### config.mk
export PLATFORM = sky130hd
export DESIGN_NAME = wb_port_arbiter
export DESIGN_NICKNAME = d
export VERILOG_FILES = /design/src/rtl/riscv_pkg.sv /design/src/rtl/wb_hold_buffer.sv /design/src/rtl/wb_port_arbiter.sv
export SDC_FILE = /design/constraint.sdc
export NUM_CORES = 1
export LEC_CHECK = 0
export CORE_UTILIZATION = 60
export CTS_CLUSTER_SIZE = 14
export DETAILED_ROUTE_END_ITERATION = 12
export DONT_BUFFER_PORTS = 1
export MAX_ROUTING_LAYER = met4
export PLACE_DENSITY = 0.73
export REMOVE_ABC_BUFFERS = 1
export SYNTH_ARGS = -nofsm -noshare
export SYNTH_HDL_FRONTEND = slang
export SYNTH_HIERARCHICAL = 1
export SYNTH_SLANG_ARGS = --single-unit
### constraint.sdc
create_clock -name clk -period 2.5 [get_ports clk]
set_input_delay 0.5 -clock clk [delete_from_list [all_inputs] [get_ports clk]]
set_output_delay 0.5 -clock clk [all_outputs]
set_load 0.02 [all_outputs]
### src/rtl/riscv_pkg.sv
// Shared core definitions used by the register-file write-port arbiter.
package riscv_pkg;
  localparam int XLEN       = 32;
  localparam int REG_ADDR_W = 5;

  typedef enum logic [1:0] {
    EMPTY = 2'd0,
    HELD  = 2'd1,
    FORCE = 2'd2
  } wb_arb_state_t;
endpackage

### src/rtl/wb_hold_buffer.sv
// One-entry parking register for a mul/div result waiting for a free write-port slot.
module wb_hold_buffer
  import riscv_pkg::*;
#(
  parameter int XLEN = riscv_pkg::XLEN
) (
  input  logic                  clk,
  input  logic                  reset,
  input  logic                  load,
  input  logic                  clear,
  input  logic [REG_ADDR_W-1:0] load_rd,
  input  logic [XLEN-1:0]       load_data,
  output logic                  valid,
  output logic [REG_ADDR_W-1:0] rd,
  output logic [XLEN-1:0]       data
);

  // load and clear are never both asserted: load needs an empty buffer, clear a full one.
  always_ff @(posedge clk) begin
    if (reset) begin
      valid <= 1'b0;
      rd    <= '0;
      data  <= '0;
    end else if (load) begin
      valid <= 1'b1;
      rd    <= load_rd;
      data  <= load_data;
    end else if (clear) begin
      valid <= 1'b0;
      rd    <= '0;
      data  <= '0;
    end
  end

endmodule

### src/rtl/wb_port_arbiter.sv
// Shares the register-file write port between the in-order WB stage and the out-of-order mul/div unit.
module wb_port_arbiter
  import riscv_pkg::*;
#(
  parameter int XLEN         = riscv_pkg::XLEN,
  parameter int STARVE_LIMIT = 4
) (
  input  logic                  clk,
  input  logic                  reset,
  input  logic                  wb_RegWrite,
  input  logic [REG_ADDR_W-1:0] wb_rd,
  input  logic [XLEN-1:0]       wb_wdata,
  input  logic                  md_valid,
  input  logic [REG_ADDR_W-1:0] md_rd,
  input  logic [XLEN-1:0]       md_result,
  output logic                  md_ready,
  output logic                  rf_we,
  output logic [REG_ADDR_W-1:0] rf_rd,
  output logic [XLEN-1:0]       rf_wdata,
  output logic                  bubble_req,
  output logic                  pend_valid,
  output logic [REG_ADDR_W-1:0] pend_rd,
  output wb_arb_state_t         state_dbg
);

  localparam int CW = $clog2(STARVE_LIMIT + 1);

  wb_arb_state_t         state;
  logic [CW-1:0]         count;
  logic [CW-1:0]         count_inc;
  logic                  buf_valid;
  logic [REG_ADDR_W-1:0] buf_rd;
  logic [XLEN-1:0]       buf_data;
  logic                  wb_wr;
  logic                  accept;
  logic                  load;
  logic                  drain;
  logic                  waw;
  logic                  clear;
  logic                  blocked;

  // Handshake: a mul/div result transfers on any rising edge where md_valid && md_ready;
  // md_ready depends only on registered state, never on md_valid, and a result
  // with md_rd==0 still transfers but is not stored.
  assign md_ready = !buf_valid;
  assign wb_wr    = wb_RegWrite && (wb_rd != '0);
  assign accept   = md_valid && md_ready;
  assign load     = accept && (md_rd != '0);
  assign drain    = buf_valid && !wb_wr;
  assign waw      = buf_valid && wb_wr && (wb_rd == buf_rd);
  assign clear    = drain || waw;
  assign blocked  = buf_valid && wb_wr && !waw;

  assign count_inc = (count == CW'(STARVE_LIMIT)) ? count : count + 1'b1;

  wb_hold_buffer #(.XLEN(XLEN)) u_hold (
    .clk       (clk),
    .reset     (reset),
    .load      (load),
    .clear     (clear),
    .load_rd   (md_rd),
    .load_data (md_result),
    .valid     (buf_valid),
    .rd        (buf_rd),
    .data      (buf_data)
  );

  // FORCE is entered after STARVE_LIMIT-1 blocked cycles so the bubble request is
  // visible during the STARVE_LIMIT-th blocked cycle.
  always_ff @(posedge clk) begin
    if (reset) begin
      state <= EMPTY;
      count <= '0;
    end else begin
      case (state)
        EMPTY: begin
          if (load) begin
            state <= (STARVE_LIMIT <= 1) ? FORCE : HELD;
            count <= '0;
          end
        end
        HELD: begin
          if (clear) begin
            state <= EMPTY;
            count <= '0;
          end else if (blocked) begin
            count <= count_inc;
            if (int'(count) + 1 >= STARVE_LIMIT - 1) state <= FORCE;
          end
        end
        FORCE: begin
          if (clear) begin
            state <= EMPTY;
            count <= '0;
          end else if (blocked) begin
            count <= count_inc;
          end
        end
        default: begin
          state <= EMPTY;
          count <= '0;
        end
      endcase
    end
  end

  always_comb begin
    rf_we    = 1'b0;
    rf_rd    = '0;
    rf_wdata = '0;
    if (wb_wr) begin
      rf_we    = 1'b1;
      rf_rd    = wb_rd;
      rf_wdata = wb_wdata;
    end else if (buf_valid) begin
      rf_we    = 1'b1;
      rf_rd    = buf_rd;
      rf_wdata = buf_data;
    end
  end

  assign bubble_req = (state == FORCE);
  assign pend_valid = buf_valid;
  assign pend_rd    = buf_valid ? buf_rd : '0;
  assign state_dbg  = state;

endmodule
==> results.md <==
* Gate power share at 26.9%
* Fin crit share at 91.0%
* CTS tree: built
* Synth Warn # at 6
* Cell variety after synth at 39
* Clk root buf: clkbuf_8
* Post-layout util at 66.1%
* Yosys top cell area share at 30.9%
* Cts repair resizes at 0
* Layout area overhead at 4.71%
* Vias/cell at 5.73
* Clock Path Buffers at 2
* Post-CTS Setup Repair Bufs at 0
* Antenna Nets Post-Route at 0
* Worst VDD drop at 0.000380 V
* Detailed Route Iter0 Violations at 103
* Yosys reg bits at 43
* Final setup fails at 0
* Worst Skew at 0.00527 ns
* Layer with the highest usage: met2
* Initial Util at 63.1%
* R2R depth at 7
* H-tree Lvls at 2
* Worst-Skew Late Latency at 0.29 ns
* Synth Flop Type: dfxtp_1
* Share of synthesized registers carrying an async set or reset at 0%
* FP Rows at 24
* Diodes inserted at 0
* Worst Setup SP: wb_rd[1]
* CTS sink cnt at 43
* WL per Instance at 14.3 um
* Pwr/cell area at 558 nW/um2
* DRC errors left at 0
* Max cap viols at 0
* Internal at 1.08 mW
* Leakage at 1.18 nW
* Crit path kind: in -> out
* Met3 Usage GRT at 5.34%
* Worst-path fanout max at 14
* R2r setup slk at 0.57 ns
* Relative slew slack at 69.5%
* Global routing usage on met1 at 28.1%
* Placer Congestion at 0.862
* Clock share of power at 25.8%
* GRT Overall Usage at 24.7%
* Vias in the first global route at 2176
* First-pass GRT wire length at 9.63 mm
* IO Count at 126
* Reg2Reg Launch Point: u_hold/valid
* Pwr Total at 1.63 mW
* Pins Over Slew Limit at 0
* Pre-CTS setup slack at 0.212 ns
* # port buffers at 0
* Fin nets at 439
* Leading area contributor after synthesis: dfxtp_1
* M2 GR Usage at 43.8%
* Critical path endpoint category: output pin
* Syn Area/Cell at 7.72 um2
* Largest net degree at the start of global routing at 45
* Cts-stage hold buffer count at 0
* Vert. Die Dim at 70.1 um
* HP Class: in -> reg
* Final min period at 2.27 ns
* Die Wd at 70.1 um
* Mapped Area at 2790 um2
* Worst Path Required at 2.00 ns
* Tightest Pin Transition at 0.454 ns
* Core area at 4410 um2
* Most frequent cell after synthesis: nand2_1
* DR pass1 iterations at 4
* Setup ws final at 0.226 ns
* Mapped Cells at 361
* CP endpoint: rf_wdata[31]
* Switch share at 33.7%
* Count of final hold-check violations at 0
* NetSw at 0.549 mW
* DIE AREA at 4920 um2
* DRT Wirelength at 5.82 mm
* Max Freq at 440 MHz
* Via count at 2336
* Overflow after GRT at 0
* HPWL Detailed at 4.14 mm
* Number of synthesized flops with an enable pin at 0
* Synth top area cells: dfxtp_1 (31%), o32ai_2 (18%), nand2_1 (16%)
* Register area share after synthesis at 30.9%
* CP Launch Type: input pin
* Arrival time at the worst endpoint at 1.77 ns
* Share of layout cells above drive strength 1 at 16.3%
* Top cells by count, synth: nand2_1 (120), inv_1 (46), dfxtp_1 (43)
* Fin area at 2920 um2
* Initial antenna violation count at 0
* Share of power burned in registers at 47.3%
* Reg2reg end: u_hold/data[22]
* CTS Buf Count at 5
* Clock transition at path regs at 0.08 ns
* Unrepaired setup endpoints after global routing: no
* Outcome: complete, no violations
* Placed Area at 2840 um2
[registers in the layout (all words and copies together) (netlist names)]
name / cells
state_dbg: 2
u_hold/rd: 5
u_hold/valid: 1
u_hold/data: 32
count: 3
[final cells by class]
type                            instances  area (um2)
Clock inverter                          1        5.00
Timing Repair Buffer                   14         143
Fill cell                             390        1500
Tap cell                               52        65.1
Clock buffer                            7        76.3
Multi-Input combinational cell        245        1600
Inverter                               46         173
Sequential cell                        43         861
[worst min path at each step]
stage	startpoint	endpoint	slack (ns)	cells past startpoint
2_1_floorplan	u_hold/data[0]	u_hold/data[0]	0.45	2
3_3_place_gp	u_hold/data[0]	u_hold/data[0]	0.46	2
3_5_place_dp	u_hold/data[1]	u_hold/data[1]	0.47	2
4_1_cts	reset	state_dbg[0]	0.26	1
5_1_grt	reset	state_dbg[0]	0.25	1
6_report	reset	state_dbg[0]	0.28	1
[stage by stage]
| stage | hold WS (ns) | TNS [ns] | instances |
|---|---|---|---|
| finish | 0.281 | 0 | 408 |
| global placement | 0.460 | 0 | 400 |
| floorplan | 0.454 | -33.43 | 334 |
| detailed placement | 0.466 | 0 | 400 |
| global route | 0.254 | 0 | 408 |
| CTS | 0.257 | 0 | 408 |
[cell families (layout without fill, tap and decap cells)]
group / Yosys count / in the layout / share of synthesized area (%)
simple gates: 175 / 175 / 27.0
compound gates: 58 / 58 / 25.6
flops: 43 / 43 / 30.9
mux: 1 / 1 / 0.359
xor+xnor: 5 / 5 / 1.57
buf+inv: 73 / 68 / 11.9
fa+ha+maj: 6 / 6 / 2.69
[per-layer routing]
| layer | up-vias | share of wire, % |
|---|---|---|
| li1 | 1196 | - |
| met1 | 1064 | 43 |
| met2 | 70 | 51 |
| met3 | 6 | 4.4 |
| met4 | 0 | 0.91 |
| met5 | - | 0 |
[power by group through the flow]
stage | clock network [mW] | logic, mW | registers (mW)
after floorplan | 0 | 0.339 | 0.792
after global routing | 0.462 | 0.482 | 0.778
final | 0.419 | 0.439 | 0.770
after CTS | 0.433 | 0.441 | 0.771
after detailed placement | 0 | 0.440 | 0.787
after global placement | 0 | 0.429 | 0.784
[worst max-delay path, stage by stage]
cell	delay (ns)
or4_4	0.54
o21ai_4	0.18
buf_4	0.23
nand3_1	0.11
nand2_1	0.21
[cells in the final DEF (no fill, tap or decap), types with 6 or more instances in the layout]
master   netlist  final
nand2_1      120    120
inv_1         46     45
dfxtp_1       43     43
nand3_1       34     34
o32ai_2       30     30
buf_4          4     11
o32ai_1        7      7
and2_1         6      6
ha_1           6      6
Power figures use the tool's default switching activity.
